### config.mk
export PLATFORM = sky130hd
export DESIGN_NAME = v_counter_updown_param
export DESIGN_NICKNAME = d
export VERILOG_FILES = /design/src/rtl/v_counter_pkg.sv /design/src/rtl/v_counter_bound.sv /design/src/rtl/v_counter_updown_param.sv
export SDC_FILE = /design/constraint.sdc
export NUM_CORES = 1
export LEC_CHECK = 0
export ABC_AREA = 0
export CAP_MARGIN = 30
export CORE_MARGIN = 4
export CORE_UTILIZATION = 35
export DETAILED_ROUTE_END_ITERATION = 7
export GPL_ROUTABILITY_DRIVEN = 1
export HOLD_SLACK_MARGIN = 0.06
export PLACE_DENSITY = 0.66
export SLEW_MARGIN = 40
export SYNTH_ARGS = -nofsm -noshare
export SYNTH_HDL_FRONTEND = slang
export SYNTH_SLANG_ARGS = --single-unit
export TNS_END_PERCENT = 1
### constraint.sdc
create_clock -name C -period 3.7 [get_ports C]
set_input_delay 0.925 -clock C [delete_from_list [all_inputs] [get_ports C]]
set_output_delay 0.925 -clock C [all_outputs]
set_load 0.05 [all_outputs]
### src/rtl/v_counter_pkg.sv
// Shared constants and bound handling for the signed counter family.
package v_counter_pkg;

  localparam int unsigned MODE_WRAP = 0;
  localparam int unsigned MODE_SAT  = 1;

  // Wide enough for WIDTH + STEP_W + 1 intermediate sums of any practical counter.
  localparam int unsigned CALC_W = 48;

  typedef logic signed [CALC_W-1:0] calc_t;

  // Fold an out-of-range value back into [min_v, max_v]; valid while |overshoot| <= range.
  function automatic calc_t bound_adjust(calc_t nxt, calc_t min_v, calc_t max_v, logic sat);
    calc_t r;
    r = nxt;
    if (nxt > max_v) begin
      r = sat ? max_v : nxt - (max_v - min_v + CALC_W'(1));
    end else if (nxt < min_v) begin
      r = sat ? min_v : nxt + (max_v - min_v + CALC_W'(1));
    end
    return r;
  endfunction

endpackage

### src/rtl/v_counter_bound.sv
// Combinational next-count and bound-crossing detection for the up/down counter.
module v_counter_bound
  import v_counter_pkg::*;
#(
  parameter int unsigned WIDTH    = 8,
  parameter int unsigned SATURATE = MODE_WRAP,
  parameter int          MAX_VAL  = 2**(WIDTH-1) - 1,
  parameter int          MIN_VAL  = -(2**(WIDTH-1)),
  parameter int unsigned STEP_W   = 4
) (
  input  logic signed [WIDTH-1:0]  i_q,
  input  logic                     i_up,
  input  logic        [STEP_W-1:0] i_step,
  output logic signed [WIDTH-1:0]  o_next_q_c,
  output logic                     o_crossed_c
);

  localparam int unsigned EW    = WIDTH + STEP_W + 1;
  localparam calc_t       MAX_C = CALC_W'(MAX_VAL);
  localparam calc_t       MIN_C = CALC_W'(MIN_VAL);
  localparam bit          SAT   = (SATURATE == MODE_SAT);

  logic signed [EW-1:0] w_q_ext;
  logic signed [EW-1:0] w_step_ext;
  logic signed [EW-1:0] w_nxt;
  calc_t                w_nxt_c;

  // Sum is wide enough that Q +/- STEP never overflows before the bound check.
  assign w_q_ext    = EW'(i_q);
  assign w_step_ext = EW'(i_step);
  assign w_nxt      = i_up ? (w_q_ext + w_step_ext) : (w_q_ext - w_step_ext);
  assign w_nxt_c    = CALC_W'(w_nxt);

  assign o_crossed_c = (w_nxt_c > MAX_C) || (w_nxt_c < MIN_C);
  assign o_next_q_c  = WIDTH'(bound_adjust(w_nxt_c, MIN_C, MAX_C, SAT));

endmodule

### src/rtl/v_counter_updown_param.sv
// Parametrised signed up/down counter: async clear, sync load, enable, wrap or saturate.
module v_counter_updown_param
  import v_counter_pkg::*;
#(
  parameter int unsigned WIDTH    = 8,
  parameter int unsigned SATURATE = MODE_WRAP,
  parameter int          MAX_VAL  = 2**(WIDTH-1) - 1,
  parameter int          MIN_VAL  = -(2**(WIDTH-1)),
  parameter int unsigned STEP_W   = 4
) (
  input  logic                     C,
  input  logic                     CLR,
  input  logic                     CE,
  input  logic                     LOAD,
  input  logic signed [WIDTH-1:0]  D,
  input  logic                     UP,
  input  logic        [STEP_W-1:0] STEP,
  output logic signed [WIDTH-1:0]  Q,
  output logic                     TC_MAX,
  output logic                     TC_MIN,
  output logic                     WRAP
);

  localparam calc_t                   MAX_C      = CALC_W'(MAX_VAL);
  localparam calc_t                   MIN_C      = CALC_W'(MIN_VAL);
  localparam calc_t                   RANGE_C    = MAX_C - MIN_C + CALC_W'(1);
  localparam logic signed [WIDTH-1:0] MAX_Q      = WIDTH'(MAX_VAL);
  localparam logic signed [WIDTH-1:0] MIN_Q      = WIDTH'(MIN_VAL);
  localparam bit                      TC_MAX_RST = (MAX_VAL == 0);
  localparam bit                      TC_MIN_RST = (MIN_VAL == 0);

  logic signed [WIDTH-1:0] r_q;
  logic                    r_tc_max;
  logic                    r_tc_min;
  logic                    r_wrap;
  logic signed [WIDTH-1:0] w_cnt_q;
  logic                    w_crossed;
  logic signed [WIDTH-1:0] w_q_next;
  logic                    w_wrap_next;

  v_counter_bound #(
    .WIDTH    (WIDTH),
    .SATURATE (SATURATE),
    .MAX_VAL  (MAX_VAL),
    .MIN_VAL  (MIN_VAL),
    .STEP_W   (STEP_W)
  ) u_bound (
    .i_q         (r_q),
    .i_up        (UP),
    .i_step      (STEP),
    .o_next_q_c  (w_cnt_q),
    .o_crossed_c (w_crossed)
  );

  // Load takes priority over counting; loaded values are clamped into range.
  always_comb begin
    w_q_next    = w_cnt_q;
    w_wrap_next = w_crossed;
    if (LOAD) begin
      w_q_next    = WIDTH'(bound_adjust(calc_t'(D), MIN_C, MAX_C, 1'b1));
      w_wrap_next = 1'b0;
    end
  end

  // Flags are computed from the next value so they line up with Q.
  always_ff @(posedge C or posedge CLR) begin
    if (CLR) begin
      r_q      <= '0;
      r_tc_max <= TC_MAX_RST;
      r_tc_min <= TC_MIN_RST;
      r_wrap   <= 1'b0;
    end else if (CE) begin
      r_q      <= w_q_next;
      r_tc_max <= (w_q_next == MAX_Q);
      r_tc_min <= (w_q_next == MIN_Q);
      r_wrap   <= w_wrap_next;
    end else begin
      r_wrap   <= 1'b0;
    end
  end

  // A single conditional add/subtract only folds steps no larger than the range.
  always_ff @(posedge C) begin
    if (!CLR && CE && !LOAD) begin
      assert (calc_t'(STEP) <= RANGE_C);
    end
  end

  assign Q      = r_q;
  assign TC_MAX = r_tc_max;
  assign TC_MIN = r_tc_min;
  assign WRAP   = r_wrap;

endmodule

==> results.md, run 1 <==
* Cell area after layout at 1501 um^2
* Dpl ws at -0.1777 ns
* Root cell of the clock tree: clkbuf_4
* Cell Area, Placed at 1464 um^2
* N_diodes at 0
* Buffers on Ports at 27
* Post-layout util at 53.07%
* Routing usage on met1 at 17.94%
* Area Growth Syn to Fin at 40.68%
* Drt wl/cell at 14.27 um
* Cell Area, Synth at 1067 um^2
* Number of global-route vias before repair at 1011
* Final worst-path cycle share at 97.68%
* Register area share after synthesis at 25.79%
* Met2 Use GR at 22.79%
* 1st-pass router iterations at 4
* Max clock buf depth at 2
* Total GRT Usage at 13.55%
* Slew Viols, Final at 0
* Num rows at 19
* Syn Nets at 147
* # IOs at 28
* Actual slew at the worst max-slew pin at 0.5951 ns
* Outcome: finished clean
* Num CTS Buffers at 3
* CP Cell Sequence: clkdlybuf4s50_1, inv_1, ha_1, mux2_2, fa_1, a21o_1, a211oi_2, o31ai_2, or4_1, o32ai_2
* Largest net degree at the start of global routing at 19
* Worst Setup Start Kind: input pin
* Hold-fix buffers at CTS at 0
* Slew HR at 60.20%
* Share of post-route cells with drive strength above 1 at 19.25%
* Post-DP HPWL at 2216 um
* Pwr dens at 564.8 nW/um^2
* Worst-path clk slew at 0.06 ns
* Die Height at 63.22 um
* Full die area at 3997 um^2
* Yosys warnings at 0
* Gr busiest metal: met2
* Vias per cell at 5.427
* Non-Filler Instances at 192
* Vias at 1042
* CTS tree: done
* Yosys cell types at 40
* Final GP Congestion at 0.8069
* Fin nets at 190
* Critical path peak fanout at 3
* Initial antenna violation count at 0
* Synth Register Bits at 11
* Total global routing overflow at 0
* Initial core utilization at 37.73%
* Slowest cell on the critical path: clkdlybuf4s50_1
* Hold Crit Class: register to register
* Clk_skew at 0.005116 ns
* Syn Inst Count at 119
* CP Capture Type: register
* Cell total after placement at 188
* Max-cap check violation count at 0
* Worst-Skew Late Latency at 0.26 ns
* Core Region at 2829 um^2
* Worst Path Arrival at 3.78 ns
* Total power at 0.8480 mW
* CP delay by family, top: compound AO/OA/AOI/OAI gates
* # fillers at 262
* Avg Cell Area, Syn at 8.969 um^2
* Total wire length at 2739 um
* CTS sink cnt at 11
* Post-route minimum period at 3.614 ns
* DRT iter0 DRCs at 26
* VDD IR max at 0.0003761 V
* Lkg Pwr at 0.6661 nW
* Crit path buf inv count at 2
* Routed Antenna Nets at 0
* GR Util met3 at 1.954%
* CP max stage delay at 0.50 ns
* Final hold vios at 0
* CP Data Required Time at 3.87 ns
* Critical path class: input pin to register
* Setup ws final at 0.08587 ns
* # setup viols final at 0
* First-pass GRT wire length at 4436 um
* Die width at 63.22 um
* CTS H-Tree Depth at 1
* Post-route DRC at 0
* F_max at 276.7 MHz
metrics by stage:
stage	setup TNS (ns)	hold slack, ns
6_report	0	0.5619
5_1_grt	-0.01831	0.5796
4_1_cts	0	0.5667
3_5_place_dp	-0.3837	0.5510
3_3_place_gp	-0.1900	0.5499
2_1_floorplan	0	0.7774
state kept, by name, summed over array words and instances, names as in the netlist:
register  count
WRAP          1
Q             8
TC_MAX        1
TC_MIN        1
area by class of cell:
type | instances | area, um^2 | area share (%)
Sequential cell | 11 | 275.3 | 18.33
Clock buffer | 4 | 26.28 | 1.750
Tap cell | 31 | 38.79 | 2.583
Multi-Input combinational cell | 97 | 752.0 | 50.08
Timing Repair Buffer | 42 | 382.9 | 25.50
Inverter | 7 | 26.28 | 1.750
placed cells by master (no fill, tap or decap), drive strengths merged, types with 3 or more instances in the layout:
cell type,Yosys,final
inv,7,7
o21ai,7,7
nor2,15,15
dfrtp,11,11
a211oi,7,7
nand2,6,6
mux2,5,5
buf,4,15
clkbuf,0,4
clkdlybuf4s50,0,27
nor3b,4,4
mux2i,3,3
nor3,3,3
ha,10,10
a21oi,7,7
final timing paths:
check	from	endpoint	slack, ns	cells past startpoint
max	STEP[0]	TC_MIN$_DFFE_PP0P_	0.09	10
min	Q[3]$_DFFE_PP0P_	Q[3]$_DFFE_PP0P_	0.56	1
max reg2reg	Q[0]$_DFFE_PP0P_	TC_MIN$_DFFE_PP0P_	1.23	7
min reg2reg	Q[3]$_DFFE_PP0P_	Q[3]$_DFFE_PP0P_	0.56	1
max in group asynchronous	CLR	TC_MIN$_DFFE_PP0P_	2.46	2
min in group asynchronous	CLR	Q[4]$_DFFE_PP0P_	0.95	2
per-layer routing:
layer | vias to the layer above | wire length, um
met5 | - | 0
met1 | 488 | 1269
li1 | 531 | -
met4 | 0 | 31
met2 | 19 | 1328
met3 | 4 | 109
cells by family after synthesis:
kind of cell               share of synthesized area, %
muxes                                             8.089
adders and majority gates                         13.60
buffers and inverters                             4.807
and+or+nand+nor                                   18.17
DFF                                               25.79
AOI/OAI and AO/OA                                 24.97
xor gates and xnor gates                          4.572
what timing repair did:
item                       4_1_cts  5_1_grt
resized for setup                0        3
hold endpoints to repair         0        0
setup buffers                    0        0
setup endpoints to repair        0        2
cell usage after synthesis (all sizes together):
cell      n  area share, %
buf       4            2.3
o31ai     2            1.4
a21o      2            1.4
a211o     1           0.82
o311ai    1           0.82
nor2b     2            1.2
nor2     15            5.3
a31o      1           0.82
mux2      5            5.3
nand3     2           0.94
nand2     6            2.1
xor2      1           0.82
o32ai     1            1.5
ha       10             12
xnor3     1            2.1
dfrtp    11             26
nor4b     1           0.82
o21ai     7            3.3
o2111a    1            1.1
or3b      1           0.82
or4       1           0.70
and3      2            1.2
nor3b     4            2.8
or4b      1           0.94
o31a      1           0.82
o211a     1           0.94
o21a      2            1.4
o21bai    1           0.70
xnor2     2            1.6
nor3      3            1.4
inv       7            2.5
mux2i     3            2.8
a21oi     7            3.3
a2111oi   1           0.82
fa        1            1.9
a211oi    7            5.9
report_power, final:
part	leakage [nW]	switching, mW	internal (mW)
Combinational	0.518	0.322	0.267
Clock	0.0150	0.0376	0.0416
Sequential	0.133	0.0297	0.150
Note: power is estimated with default switching activity, not from simulation.
==> run 2, diff against run 1 <==
--- a/config.mk
+++ b/config.mk
@@ -11,6 +11,7 @@
 export CORE_UTILIZATION = 35
 export DETAILED_ROUTE_END_ITERATION = 7
 export GPL_ROUTABILITY_DRIVEN = 1
+export GPL_TIMING_DRIVEN = 1
 export HOLD_SLACK_MARGIN = 0.06
 export PLACE_DENSITY = 0.66
 export SLEW_MARGIN = 40
==> constraint.sdc (replaced) <==
create_clock -name C -period 3.8 [get_ports C]
set_input_delay 0.95 -clock C [delete_from_list [all_inputs] [get_ports C]]
set_output_delay 0.95 -clock C [all_outputs]
set_load 0.05 [all_outputs]
==> results.md, run 2 (same netlist as run 1, synthesis figures left out) <==
* Outcome: finished clean
* CP Capture Type: register
* Final hold vios at 0
* Power share of the clock group at 9.6%
* Lkg Pwr at 0.6488 nW
* Cell area after layout at 1469 um^2
* Total power at 0.8060 mW
* Worst Path Arrival at 3.78 ns
* Commonest non-fill, non-tap cell in the layout: clkdlybuf4s50_1
* Max-cap check violation count at 0
* Non-Filler Instances at 189
* CTS sink cnt at 11
* Final worst-path cycle share at 95.60%
* N_diodes at 0
* # IOs at 28
* Hold-fix buffers at CTS at 0
* Reg power frac at 21.6%
* Setup ws final at 0.1671 ns
* Core Region at 2829 um^2
* Root cell of the clock tree: clkbuf_4
* Pwr dens at 548.7 nW/um^2
* Commonest cells after routing, fill and taps aside: clkdlybuf4s50_1 (27), nor2_1 (15), buf_4 (12)
* Area Growth Syn to Fin at 37.63%
* Net Sw Power at 0.3738 mW
* Slew HR at 59.60%
* Vias at 1020
* Cell Area, Placed at 1441 um^2
* Number of global-route vias before repair at 1011
* Total wire length at 2760 um
* Post-route DRC at 0
* Die width at 63.22 um
* Slew Viols, Final at 0
* Routed Antenna Nets at 0
* CTS H-Tree Depth at 1
* Share of post-route cells with drive strength above 1 at 16.46%
* Total GRT Usage at 14.17%
* Critical path peak fanout at 3
* Clk_skew at 0.002066 ns
* Int Pwr at 0.4322 mW
* Full die area at 3997 um^2
* Hold Crit Class: register to register
* Total area of sequential cells at 275.3 um^2
* Part of the power in combinational logic at 68.8%
* Total global routing overflow at 0
* Worst-path clk slew at 0.07 ns
* CTS tree: done
* Drt wl/cell at 14.60 um
* Post-route minimum period at 3.633 ns
* Fin nets at 187
* F_max at 275.3 MHz
* Switching share of power at 46.38%
* Num CTS Buffers at 3
* Initial core utilization at 37.73%
* Critical path class: input pin to register
* Worst Setup Start Kind: input pin
* Num rows at 19
* Max reg flops at 8
* Post-CTS setup buffers at 0
* VDD IR max at 0.0002766 V
* DRT iter0 DRCs at 26
* RSZ-0062 raised after global routing: no
* Cell total after placement at 185
* Final GP Congestion at 0.7545
* Post-layout util at 51.92%
* Post-DP HPWL at 2293 um
* Buffers on Ports at 27
* Dpl ws at -0.1355 ns
* Actual slew at the worst max-slew pin at 0.6041 ns
* Max clock buf depth at 2
* # fillers at 269
* Initial antenna violation count at 0
* Setup_tns at 0 ns
* Area occupied by multi-input gates at 742.0 um^2
* # setup viols final at 0
* Worst-Skew Late Latency at 0.26 ns
* First-pass GRT wire length at 4609 um
* Largest net degree at the start of global routing at 19
* 1st-pass router iterations at 4
* Vias per cell at 5.397
* Hold WS at 0.5682 ns
* Die Height at 63.22 um
* CP Data Required Time at 3.94 ns
run 2: layer usage:
| metal | share of wire, % | up-vias | track usage [%] |
|---|---|---|---|
| met5 | 0 | - | 0 |
| met4 | 1.6 | 0 | 5.930 |
| met3 | 3.1 | 4 | 2.664 |
| met2 | 46 | 19 | 22.13 |
| met1 | 49 | 475 | 19.08 |
| li1 | - | 522 | - |
run 2: what timing repair did:
item / 4_1_cts / 5_1_grt
hold endpoints to repair: 0 / 0
resized for setup: 0 / 1
endpoints found under the setup margin: 0 / 1
run 2: final timing paths:
path | start | to | slack [ns] | depth (start not counted)
min in group asynchronous | CLR | TC_MIN$_DFFE_PP0P_ | 0.97 | 2
max in group asynchronous | CLR | Q[4]$_DFFE_PP0P_ | 2.54 | 2
hold reg to reg | TC_MIN$_DFFE_PP0P_ | TC_MIN$_DFFE_PP0P_ | 0.57 | 2
setup reg to reg | Q[0]$_DFFE_PP0P_ | WRAP$_DFF_PP0_ | 1.37 | 8
setup / recovery | STEP[0] | WRAP$_DFF_PP0_ | 0.17 | 11
hold / removal | TC_MIN$_DFFE_PP0P_ | TC_MIN$_DFFE_PP0P_ | 0.57 | 2
run 2: area by class of cell:
cell class                      count  share of cell area [%]
Sequential cell                    11                   18.74
Multi-Input combinational cell     97                   50.51
Clock buffer                        4                   1.789
Timing Repair Buffer               39                   24.53
Tap cell                           31                   2.641
Inverter                            7                   1.789
run 2: power by group through the flow:
stage | sequential, mW | clock [mW] | combinational, mW
2_1_floorplan | 0.271 | 0 | 0.268
3_3_place_gp | 0.177 | 0 | 0.537
3_5_place_dp | 0.176 | 0 | 0.549
4_1_cts | 0.174 | 0.0807 | 0.552
5_1_grt | 0.180 | 0.0879 | 0.598
6_report | 0.174 | 0.0771 | 0.555
run 2: worst max-delay path, stage by stage:
cell	delay (ns)
clkdlybuf4s50_1	0.50
inv_1	0.06
ha_1	0.29
mux2_2	0.30
fa_1	0.44
a211oi_1	0.25
buf_4	0.17
o21ai_1	0.09
a2111oi_1	0.46
or3b_2	0.19
mux2i_1	0.06
